### src/rtl/wb_commit_stage_pkg.sv
// Shared constants and trace-record layout for the writeback/commit stage.
package wb_commit_stage_pkg;

    localparam int XLEN      = 32;
    localparam int RADDR_W   = 5;
    localparam int CSR_NUM_W = 14;
    localparam int ECODE_W   = 6;
    localparam int ESUB_W    = 9;

    // Retired-instruction trace record, MSB first: {pc, we, waddr, wdata}.
    typedef struct packed {
        logic [XLEN-1:0]    pc;
        logic               we;
        logic [RADDR_W-1:0] waddr;
        logic [XLEN-1:0]    wdata;
    } trace_rec_t;

    localparam int TRACE_REC_W = $bits(trace_rec_t);

    // Record width for a non-default datapath; same field order as trace_rec_t.
    function automatic int trace_rec_w(input int xlen, input int raddr_w);
        return 2 * xlen + raddr_w + 1;
    endfunction

endpackage

### src/rtl/wb_commit_stage_trace_fifo.sv
// Synchronous FIFO holding retired-instruction trace records.
// Head data is read straight from storage, so a pushed entry becomes
// visible the cycle after it is written. DEPTH must be a power of two.
module wb_commit_stage_trace_fifo #(
    parameter int WIDTH = 8,
    parameter int DEPTH = 4
) (
    input  logic             clk,
    input  logic             rst,
    input  logic             push,
    input  logic [WIDTH-1:0] push_data,
    input  logic             pop,
    output logic [WIDTH-1:0] head_data,
    output logic             full,
    output logic             empty
);

    localparam int PTR_W = (DEPTH > 1) ? $clog2(DEPTH) : 1;
    localparam int CNT_W = $clog2(DEPTH + 1);

    logic [WIDTH-1:0] mem_q [DEPTH];
    logic [WIDTH-1:0] mem_d [DEPTH];
    logic [PTR_W-1:0] wr_ptr_q, wr_ptr_d;
    logic [PTR_W-1:0] rd_ptr_q, rd_ptr_d;
    logic [CNT_W-1:0] count_q, count_d;
    logic             do_push;
    logic             do_pop;

    // Occupancy flags and head read.
    always_comb begin
        full      = (count_q == CNT_W'(DEPTH));
        empty     = (count_q == '0);
        head_data = mem_q[rd_ptr_q];
    end

    // Next-state: storage write, pointer advance (wraps naturally), count.
    always_comb begin
        // NOTE: every output gets a default first so no path leaves it unassigned (no latch).
        mem_d    = mem_q;
        wr_ptr_d = wr_ptr_q;
        rd_ptr_d = rd_ptr_q;
        count_d  = count_q;
        do_pop   = pop & ~empty;
        // A push into a full FIFO is only legal when the head leaves this cycle.
        do_push  = push & (~full | do_pop);

        if (do_push) begin
            mem_d[wr_ptr_q] = push_data;
            wr_ptr_d        = wr_ptr_q + PTR_W'(1);
        end
        if (do_pop) begin
            rd_ptr_d = rd_ptr_q + PTR_W'(1);
        end

        unique case ({do_push, do_pop})
            2'b10:   count_d = count_q + CNT_W'(1);
            2'b01:   count_d = count_q - CNT_W'(1);
            default: count_d = count_q;
        endcase
    end

    // State registers.
    always_ff @(posedge clk or posedge rst) begin
        if (rst) begin
            // NOTE: storage is cleared too, so the head reads 0 after reset rather than stale data.
            for (int i = 0; i < DEPTH; i++) begin
                mem_q[i] <= '0;
            end
            wr_ptr_q <= '0;
            rd_ptr_q <= '0;
            count_q  <= '0;
        end else begin
            // NOTE: non-blocking so every flop samples the pre-edge values of its peers.
            mem_q    <= mem_d;
            wr_ptr_q <= wr_ptr_d;
            rd_ptr_q <= rd_ptr_d;
            count_q  <= count_d;
        end
    end

endmodule

### src/rtl/wb_commit_stage.sv
// Writeback/commit stage: one-entry pipeline register with valid/allowin
// handshake, regfile/CSR commit strobes, exception/ertn flush, and a trace
// FIFO whose fullness back-pressures MEM.
module wb_commit_stage #(
    parameter int XLEN        = wb_commit_stage_pkg::XLEN,
    parameter int RADDR_W     = wb_commit_stage_pkg::RADDR_W,
    parameter int CSR_NUM_W   = wb_commit_stage_pkg::CSR_NUM_W,
    parameter int ECODE_W     = wb_commit_stage_pkg::ECODE_W,
    parameter int ESUB_W      = wb_commit_stage_pkg::ESUB_W,
    parameter int TRACE_DEPTH = 4
) (
    input  logic                 clk,
    input  logic                 rst,
    // MEM -> WB
    input  logic                 mem_valid,
    output logic                 wb_allowin,
    input  logic [XLEN-1:0]      mem_pc,
    input  logic                 mem_gr_we,
    input  logic [RADDR_W-1:0]   mem_dest,
    input  logic [XLEN-1:0]      mem_result,
    input  logic                 mem_csr_re,
    input  logic                 mem_csr_we,
    input  logic [CSR_NUM_W-1:0] mem_csr_num,
    input  logic [XLEN-1:0]      mem_csr_wmask,
    input  logic [XLEN-1:0]      mem_csr_wvalue,
    input  logic                 mem_ex,
    input  logic [ECODE_W-1:0]   mem_ecode,
    input  logic [ESUB_W-1:0]    mem_esubcode,
    input  logic                 mem_ertn,
    // CSR port
    output logic                 csr_re,
    output logic [CSR_NUM_W-1:0] csr_num,
    input  logic [XLEN-1:0]      csr_rvalue,
    output logic                 csr_we,
    output logic [XLEN-1:0]      csr_wmask,
    output logic [XLEN-1:0]      csr_wvalue,
    // Exception / ertn
    output logic                 wb_ex,
    output logic                 ertn_flush,
    output logic [XLEN-1:0]      wb_pc,
    output logic [ECODE_W-1:0]   wb_ecode,
    output logic [ESUB_W-1:0]    wb_esubcode,
    // Regfile write port
    output logic                 rf_we,
    output logic [RADDR_W-1:0]   rf_waddr,
    output logic [XLEN-1:0]      rf_wdata,
    // Debug trace port
    output logic                 trace_valid,
    input  logic                 trace_ready,
    output logic [XLEN-1:0]      trace_pc,
    output logic [3:0]           trace_we,
    output logic [RADDR_W-1:0]   trace_waddr,
    output logic [XLEN-1:0]      trace_wdata
);

    import wb_commit_stage_pkg::*;

    localparam int TREC_W = trace_rec_w(XLEN, RADDR_W);

    typedef struct packed {
        logic [XLEN-1:0]      pc;
        logic                 gr_we;
        logic [RADDR_W-1:0]   dest;
        logic [XLEN-1:0]      result;
        logic                 csr_re;
        logic                 csr_we;
        logic [CSR_NUM_W-1:0] csr_num;
        logic [XLEN-1:0]      csr_wmask;
        logic [XLEN-1:0]      csr_wvalue;
        logic                 ex;
        logic [ECODE_W-1:0]   ecode;
        logic [ESUB_W-1:0]    esubcode;
        logic                 ertn;
    } wb_payload_t;

    logic        wb_valid_q, wb_valid_d;
    wb_payload_t payload_q, payload_d;

    logic              fifo_full;
    logic              fifo_empty;
    logic              fifo_can_push;
    logic              fifo_push;
    logic              fifo_pop;
    logic [TREC_W-1:0] fifo_push_data;
    logic [TREC_W-1:0] fifo_head;

    logic ready_go;
    logic commit;
    logic load;
    logic flush;

    // Handshake and next state of the WB register.
    always_comb begin
        // Exceptions leave no trace record, so they never wait on the FIFO.
        fifo_can_push = ~fifo_full | trace_ready;
        ready_go      = payload_q.ex | fifo_can_push;
        commit        = wb_valid_q & ready_go;
        wb_allowin    = ~wb_valid_q | ready_go;
        load          = mem_valid & wb_allowin;
        flush         = commit & (payload_q.ex | payload_q.ertn);

        wb_valid_d = wb_valid_q;
        payload_d  = payload_q;
        if (flush) begin
            // The younger instruction offered this cycle is squashed.
            wb_valid_d = 1'b0;
        end else if (load) begin
            wb_valid_d           = 1'b1;
            payload_d.pc         = mem_pc;
            payload_d.gr_we      = mem_gr_we;
            payload_d.dest       = mem_dest;
            payload_d.result     = mem_result;
            payload_d.csr_re     = mem_csr_re;
            payload_d.csr_we     = mem_csr_we;
            payload_d.csr_num    = mem_csr_num;
            payload_d.csr_wmask  = mem_csr_wmask;
            payload_d.csr_wvalue = mem_csr_wvalue;
            payload_d.ex         = mem_ex;
            payload_d.ecode      = mem_ecode;
            payload_d.esubcode   = mem_esubcode;
            payload_d.ertn       = mem_ertn;
        end else if (commit) begin
            wb_valid_d = 1'b0;
        end
    end

    // Commit strobes and datapath outputs driven from the WB register.
    always_comb begin
        csr_re      = wb_valid_q & payload_q.csr_re;
        csr_num     = payload_q.csr_num;
        csr_wmask   = payload_q.csr_wmask;
        csr_wvalue  = payload_q.csr_wvalue;
        rf_wdata    = payload_q.csr_re ? csr_rvalue : payload_q.result;
        rf_waddr    = payload_q.dest;
        rf_we       = commit & payload_q.gr_we & ~payload_q.ex;
        csr_we      = commit & payload_q.csr_we & ~payload_q.ex;
        wb_ex       = commit & payload_q.ex;
        ertn_flush  = commit & payload_q.ertn & ~payload_q.ex;
        wb_pc       = payload_q.pc;
        wb_ecode    = payload_q.ecode;
        wb_esubcode = payload_q.esubcode;
    end

    // Trace push/pop and head unpacking (record order {pc, we, waddr, wdata}).
    always_comb begin
        fifo_push      = commit & ~payload_q.ex;
        fifo_push_data = {payload_q.pc, rf_we, payload_q.dest, rf_wdata};
        trace_valid    = ~fifo_empty;
        fifo_pop       = trace_valid & trace_ready;
        trace_pc       = fifo_head[TREC_W-1 -: XLEN];
        trace_we       = {4{fifo_head[XLEN + RADDR_W]}};
        trace_waddr    = fifo_head[XLEN +: RADDR_W];
        trace_wdata    = fifo_head[XLEN-1:0];
    end

    // WB pipeline register.
    always_ff @(posedge clk or posedge rst) begin
        if (rst) begin
            wb_valid_q <= 1'b0;
            payload_q  <= '0;
        end else begin
            wb_valid_q <= wb_valid_d;
            payload_q  <= payload_d;
        end
    end

    wb_commit_stage_trace_fifo #(
        .WIDTH (TREC_W),
        .DEPTH (TRACE_DEPTH)
    ) u_trace_fifo (
        .clk       (clk),
        .rst       (rst),
        .push      (fifo_push),
        .push_data (fifo_push_data),
        .pop       (fifo_pop),
        .head_data (fifo_head),
        .full      (fifo_full),
        .empty     (fifo_empty)
    );

endmodule

### config.mk
export PLATFORM = sky130hd
export DESIGN_NAME = wb_commit_stage
export DESIGN_NICKNAME = d
export VERILOG_FILES = /design/src/rtl/wb_commit_stage_pkg.sv /design/src/rtl/wb_commit_stage_trace_fifo.sv /design/src/rtl/wb_commit_stage.sv
export SDC_FILE = /design/constraint.sdc
export NUM_CORES = 1
export LEC_CHECK = 0
export ABC_AREA = 1
export CAP_MARGIN = 40
export CORE_UTILIZATION = 56
export DETAILED_ROUTE_END_ITERATION = 12
export MAX_ROUTING_LAYER = met4
export PLACE_DENSITY = 0.84
export SLEW_MARGIN = 10
export SYNTH_ARGS = -nofsm -noshare
export SYNTH_HDL_FRONTEND = slang
export SYNTH_SLANG_ARGS = --single-unit
### constraint.sdc
create_clock -name clk -period 38.1 [get_ports clk]
set_input_delay 5.715 -clock clk [delete_from_list [all_inputs] [get_ports clk]]
set_output_delay 5.715 -clock clk [all_outputs]
set_load 0.02 [all_outputs]
==> results.sh, run 1 <==
export IMPL_leakagePower_nw=12.72
export IMPL_dieWidth_microns=196.8
export IMPL_synth_top_area_cell="dfrtp_1"
export IMPL_nets=2988
export IMPL_cts_tree="yes"
export IMPL_drc=0
export IMPL_cp_end_kind="output pin"
export IMPL_crit_chain="clkdlybuf4s50_1, nor2_1, nand2_1, nand2_8, nor2_1, clkdlybuf4s50_1"
export IMPL_grt_first_pass_wirelength_mm=100.8
export IMPL_critPathMaxStageDelay_ns=0.64
export IMPL_initialDrtViolationCount=1772
export IMPL_layout_min_cycle_time_ns=13.38
export IMPL_synth_xor_area_share_pct=0.1649
export IMPL_synthAdderAreaFrac_pct=0.3886
export IMPL_fin_crit_sh_pct=35.12
export IMPL_dp_cells=3234
export IMPL_syn_instance_count=2575
export IMPL_final_cell_mix="nand2_1, dfrtp_1, clkdlybuf4s50_1, o21ai_1, nand3_1"
export IMPL_peakVddDrop_uv=118.8
export IMPL_drt_wl_total_mm=63.10
export IMPL_synth_nets=2784
export IMPL_cts_made_buffers=47
export IMPL_critical_path_class="primary input to output pin"
export IMPL_slowest_stage="clkdlybuf4s50_1"
export IMPL_dp_hpwl_mm=37.88
export IMPL_nFillCells=2659
export IMPL_worst_slew_pin_slew_ns=0.8617
export IMPL_syn_avg_cell_area_sq_um=8.253
export IMPL_max_cap_violations=0
export IMPL_clk_latency_ns=0.58
export IMPL_synth_mux_area_share_pct=1.431
export IMPL_worst_slack_ns=24.72
export IMPL_total_power_mw=2.709
export IMPL_cts_hold_buf=0
export IMPL_ys_seq_area_share_pct=53.58
export IMPL_post_route_util_pct=72.22
export IMPL_die_height_microns=196.8
export IMPL_final_layout_size_suffix_gt1_share_pct=5.715
export IMPL_root_buffer="clkbuf_16"
export IMPL_synth_top_family_by_area="simple AND/OR/NAND/NOR gates"
export IMPL_synth_compound_area_share_pct=12.28
export IMPL_core_area_sq_um=36960
export IMPL_grt_pass1_vias=19320
export IMPL_drtPass1Iterations=8
export IMPL_tns_ns=0
export IMPL_synth_top_area_share_pct=53.58
export IMPL_cts_resized=0
export IMPL_ant_nets=0
export IMPL_path_delay_family="buffers and inverters"
export IMPL_grt_max_degree=168
export IMPL_grt_setup_unrepaired="false"
export IMPL_slew_viol_final=0
export IMPL_pwr_density_cell_nw_per_um2=101.5
export IMPL_finalWeightedCongestion=0.8476
export IMPL_crit_arrival_ns=7.67
export IMPL_syn2layout_area_growth_pct=25.61
export IMPL_layout_commonest_cell="nand2_1"
export IMPL_dieArea_sq_um=38730
export IMPL_ys_ff_latch=455
export IMPL_setup_viol_count_final=0
export IMPL_cts_sinks=455
export IMPL_finalHoldViolCount=0
export IMPL_stdcell_count=3322
export IMPL_critical_path_max_fanout=85
export IMPL_placement_setup_worst_slack_ns=24.71
export IMPL_rows=70
export IMPL_finClkSkew_ns=0.01460
export IMPL_ios=445
export IMPL_dr_total_vias=19010
export IMPL_path_clk_slew_ns=0.06
export IMPL_slew_headroom_pct=42.55
export IMPL_hold_path_class="register to register"
export IMPL_routedWlPerCell_microns=18.99
export IMPL_cts_setup_buffers=0
export IMPL_synth_simple_gate_area_share_pct=22.79
export IMPL_ys_warn_count=0
export IMPL_ctsLongestPathBuffers=3
export IMPL_start_util_pct=57.49
export IMPL_ctsHtreeMaxLevel=2
export IMPL_netlist_area_sq_um=21250
export IMPL_viasPerCell=5.723
export IMPL_worst_path_buf_inv=2
export IMPL_ys_types=24
export IMPL_io_buffers=444
export IMPL_cp_required_ns=32.38
export IMPL_clock_fmax_ghz=0.07473
export IMPL_startpoint_type="primary input"
export IMPL_status="complete, no violations"
export IMPL_synth_area_top_cells="dfrtp_1, nand2_1, o21ai_1"
export IMPL_grt_overflow_total=0
export IMPL_antenna_found_initial=1
export IMPL_grtUsageTotal_pct=33.92
[flip-flops by register name, indices dropped and copies added (netlist names)]
signal / count
csr_num: 14
csr_wmask: 32
csr_wvalue: 32
payload_q: 37
rf_waddr: 5
u_trace_fifo.count_q: 3
u_trace_fifo.mem_q: 280
u_trace_fifo.rd_ptr_q: 2
u_trace_fifo.wr_ptr_q: 2
wb_ecode: 6
wb_esubcode: 9
wb_pc: 32
wb_valid_q: 1
[synth_stat cells (all sizes together)]
cell type and number:
nand2 904, nand3 168, fa 1, ha 5
xor2 3, nor2 150, mux2 27, buf 257
o21ai 433, xnor2 1, clkbuf 68, clkinv 1
inv 30, a21oi 7, dfrtp 455, o22ai 65
[final timing paths]
check | start | endpoint | slack, ns | depth (start not counted)
max | trace_ready | rf_we | 24.72 | 6
min | payload_q[109]$_DFFE_PP0P_ | payload_q[109]$_DFFE_PP0P_ | 0.47 | 2
max reg2reg | wb_valid_q$_DFFE_PP0P_ | u_trace_fifo.mem_q[2]$_DFFE_PP0P_ | 35.14 | 8
min reg2reg | payload_q[109]$_DFFE_PP0P_ | payload_q[109]$_DFFE_PP0P_ | 0.47 | 2
max in group asynchronous | rst | u_trace_fifo.mem_q[178]$_DFFE_PP0P_ | 30.36 | 5
min in group asynchronous | rst | csr_wmask[31]$_DFFE_PP0P_ | 5.46 | 2
[cell families after synthesis]
group	after synthesis
AOI/OAI and AO/OA	505
buffers and inverters	356
and+or+nand+nor	1222
adders and majority gates	6
xor gates and xnor gates	4
DFF	455
muxes	27
[metrics by stage]
step | area [sq um] | hold WS [ns]
floorplan | 21250 | 0.4380
global placement | 24680 | 0.4503
detailed placement | 25070 | 0.4565
CTS | 26690 | 0.4722
global route | 26690 | 0.4841
finish | 26690 | 0.4686
[where the power goes]
| part | switching [mW] | total (mW) | internal, mW |
|---|---|---|---|
| clock | 0.193 | 0.480 | 0.286 |
| combinational | 0.837 | 1.36 | 0.527 |
| sequential | 0.158 | 0.865 | 0.708 |
| total | 1.19 | 2.71 | 1.52 |
[layout make-up]
cell class	instances	area [sq um]	area share [%]
flip-flops and latches	455	11390	42.68
multi-input cells	1764	7919	29.67
repair buffers	480	5005	18.75
clock buffers	72	1433	5.367
well taps	504	630.6	2.363
clock inverters	15	183.9	0.6891
inverters	31	126.4	0.4734
diodes	1	2.502	0.009375
[worst reg2reg max path: cells and delay by family (launching register included)]
kind	cells	cell delay, ns
flip-flops	1	0.50
AND/OR/NAND/NOR	5	1.59
buffers and inverters	3	0.79
[layer usage]
metal  track usage, %  vias to the layer above  wire (microns)
met2            53.20                      973           29800
li1                 -                     8649               -
met1            43.08                     9215           25220
met5                -                        -               0
met4            13.70                        0            2192
met3            7.221                      174            5892
(Power assumes the default switching activity.)
==> run 2, diff against run 1 <==
--- a/config.mk
+++ b/config.mk
@@ -7,10 +7,10 @@
 export LEC_CHECK = 0
 export ABC_AREA = 1
 export CAP_MARGIN = 40
-export CORE_UTILIZATION = 56
+export CORE_UTILIZATION = 52
 export DETAILED_ROUTE_END_ITERATION = 12
 export MAX_ROUTING_LAYER = met4
-export PLACE_DENSITY = 0.84
+export PLACE_DENSITY = 0.79
 export SLEW_MARGIN = 10
 export SYNTH_ARGS = -nofsm -noshare
 export SYNTH_HDL_FRONTEND = slang
==> constraint.sdc (replaced) <==
create_clock -name clk -period 12.47 [get_ports clk]
set_input_delay 1.8705 -clock clk [delete_from_list [all_inputs] [get_ports clk]]
set_output_delay 1.8705 -clock clk [all_outputs]
set_load 0.02 [all_outputs]
==> run 2 against run 1 <==
Effect of this change: power rose to 3.0 times the previous value; setup slack got worse by 18 ns; non-clock buffer count up 2; sequential share of layout area grew 0.17 points.
==> results.sh, run 2 (synthesis gave the netlist of run 1 again) <==
export IMPL_slew_viol_final=0
export IMPL_cts_made_buffers=48
export IMPL_slew_headroom_pct=40.15
export IMPL_critPathMaxStageDelay_ns=0.72
export IMPL_grt_max_degree=123
export IMPL_critical_path_max_fanout=67
export IMPL_layout_min_cycle_time_ns=5.845
export IMPL_finalHoldViolCount=0
export IMPL_syn2layout_area_growth_pct=25.10
export IMPL_cts_setup_buffers=0
export IMPL_worst_slew_pin_slew_ns=0.8977
export IMPL_leakagePower_nw=12.65
export IMPL_peakVddDrop_uv=254.8
export IMPL_drt_wl_total_mm=62.21
export IMPL_top_register="u_trace_fifo.mem_q"
export IMPL_root_buffer="clkbuf_16"
export IMPL_dieWidth_microns=204.2
export IMPL_cp_required_ns=10.60
export IMPL_cts_resized=0
export IMPL_power_share_switching_pct=43.91
export IMPL_rr_endpoint="u_trace_fifo.mem_q[223]$_DFFE_PP0P_"
export IMPL_path_delay_family="buffers and inverters"
export IMPL_cts_sinks=455
export IMPL_clk_latency_ns=0.59
export IMPL_final_cell_mix="nand2_1, dfrtp_1, clkdlybuf4s50_1, o21ai_1, nand3_1"
export IMPL_finalWeightedCongestion=0.7986
export IMPL_path_clk_slew_ns=0.06
export IMPL_grt_first_pass_wirelength_mm=99.48
export IMPL_routedWlPerCell_microns=18.61
export IMPL_die_height_microns=204.2
export IMPL_worstSetupStartpoint="u_trace_fifo.rd_ptr_q[1]$_DFFE_PP0P_"
export IMPL_start_util_pct=53.12
export IMPL_cpMostUsedCell="buf_4"
export IMPL_final_layout_size_suffix_gt1_share_pct=5.362
export IMPL_viasPerCell=5.546
export IMPL_tns_ns=0
export IMPL_largest_reg_flops=280
export IMPL_io_buffers=444
export IMPL_stdcell_count=3342
export IMPL_grt_overflow_total=0
export IMPL_dp_cells=3257
export IMPL_grtUsageTotal_pct=31.00
export IMPL_status="complete, no violations"
export IMPL_layout_commonest_cell="nand2_1"
export IMPL_reg_top3="u_trace_fifo.mem_q x280, payload_q x37"
export IMPL_worst_slack_ns=6.625
export IMPL_startpoint_type="register"
export IMPL_antenna_found_initial=1
export IMPL_drtPass1Iterations=6
export IMPL_worst_path_buf_inv=4
export IMPL_clockPowerShare_pct=17.1
export IMPL_critical_path_class="register to output pin"
export IMPL_ctsHtreeMaxLevel=2
export IMPL_crit_cells=6
export IMPL_min_from="payload_q[123]$_DFFE_PP0P_"
export IMPL_cts_tree="yes"
export IMPL_rr_startpoint="wb_valid_q$_DFFE_PP0P_"
export IMPL_ff2ff_setup_slack_ns=8.77
export IMPL_power_switching_mw=3.588
export IMPL_grt_setup_unrepaired="false"
export IMPL_slowest_stage="clkdlybuf4s50_1"
export IMPL_p_int_mw=4.583
export IMPL_ant_nets=0
export IMPL_crit_chain="buf_4, inv_2, buf_4, o21ai_0, o22ai_1, clkdlybuf4s50_1"
export IMPL_dr_total_vias=18530
export IMPL_ctsLongestPathBuffers=3
export IMPL_comb_power_share_pct=50.5
export IMPL_placement_setup_worst_slack_ns=6.703
export IMPL_setup_viol_count_final=0
export IMPL_dieArea_sq_um=41680
export IMPL_max_cap_violations=0
export IMPL_cp_end_kind="output pin"
export IMPL_cts_hold_buf=0
export IMPL_clock_fmax_ghz=0.1711
export IMPL_hold_path_class="register to register"
export IMPL_crit_end="trace_we[0]"
export IMPL_grt_pass1_vias=18630
export IMPL_initialDrtViolationCount=1697
export IMPL_rows=73
export IMPL_core_area_sq_um=40010
export IMPL_pwr_density_cell_nw_per_um2=307.4
export IMPL_dp_hpwl_mm=37.55
export IMPL_fin_crit_sh_pct=46.88
export IMPL_seqPwrFrac_pct=32.4
export IMPL_rr_worst_depth=8
export IMPL_ios=445
export IMPL_finClkSkew_ns=0.02100
export IMPL_drc=0
export IMPL_crit_arrival_ns=3.97
export IMPL_nets=2991
==> run 2: changes by cell type in the layout (fill, tap and decap cells not counted), sizes merged <==
| cell | previous run | this run |
|---|---|---|
| clkinv | 9 | 1 |
| clkbuf | 72 | 79 |
| buf | 36 | 38 |
| bufinv | 4 | 2 |
| clkinvlp | 2 | 1 |
| inv | 31 | 32 |
==> run 2: layout make-up <==
type,instances,area [sq um]
Tap cell,525,656.9
Inverter,31,122.6
Sequential cell,455,11390
Clock buffer,79,1439
Multi-Input combinational cell,1764,7919
Antenna cell,1,2.502
Clock inverter,5,82.58
Fill cell,3164,13420
Timing Repair Buffer,482,4970
==> run 2: power groups by stage <==
stage / clock (mW) / sequential (mW) / combinational, mW
2_1_floorplan: 0 / 2.48 / 2.75
3_3_place_gp: 0 / 2.63 / 3.94
3_5_place_dp: 0 / 2.65 / 4.11
6_report: 1.40 / 2.65 / 4.12
4_1_cts: 1.42 / 2.64 / 4.13
5_1_grt: 1.48 / 2.73 / 4.46
==> run 2: layer usage <==
layer | part of all wire (%) | GRT usage, % | vias to the layer above
met2 | 50 | 50.71 | 797
met3 | 7.5 | 5.437 | 103
met1 | 40 | 39.23 | 8970
li1 | - | - | 8664
met5 | 0 | - | -
met4 | 2.3 | 9.835 | 0
==> run 2: worst min-delay path by stage <==
stage	to	slack [ns]	cells after the start
6_report	payload_q[123]$_DFFE_PP0P_	0.47	2
5_1_grt	csr_wmask[26]$_DFFE_PP0P_	0.48	2
3_3_place_gp	payload_q[113]$_DFFE_PP0P_	0.45	2
4_1_cts	payload_q[123]$_DFFE_PP0P_	0.47	2
3_5_place_dp	payload_q[123]$_DFFE_PP0P_	0.46	2
2_1_floorplan	payload_q[102]$_DFFE_PP0P_	0.44	2
==> run 2: per-stage QoR <==
stage	utilization, %	cell area (sq um)	hold WS (ns)	total power [mW]
3_3_place_gp	61.76	24710	0.4510	6.573
4_1_cts	66.44	26580	0.4701	8.193
3_5_place_dp	62.64	25060	0.4551	6.758
5_1_grt	66.45	26580	0.4820	8.667
2_1_floorplan	-	21250	0.4380	5.235
6_report	66.45	26580	0.4673	8.171
==> run 2: tightest hold or removal path: stages, from the launching register on <==
cell and delay (ns):
dfrtp_1 0.34, nand2_1 0.05, nand2_1 0.05
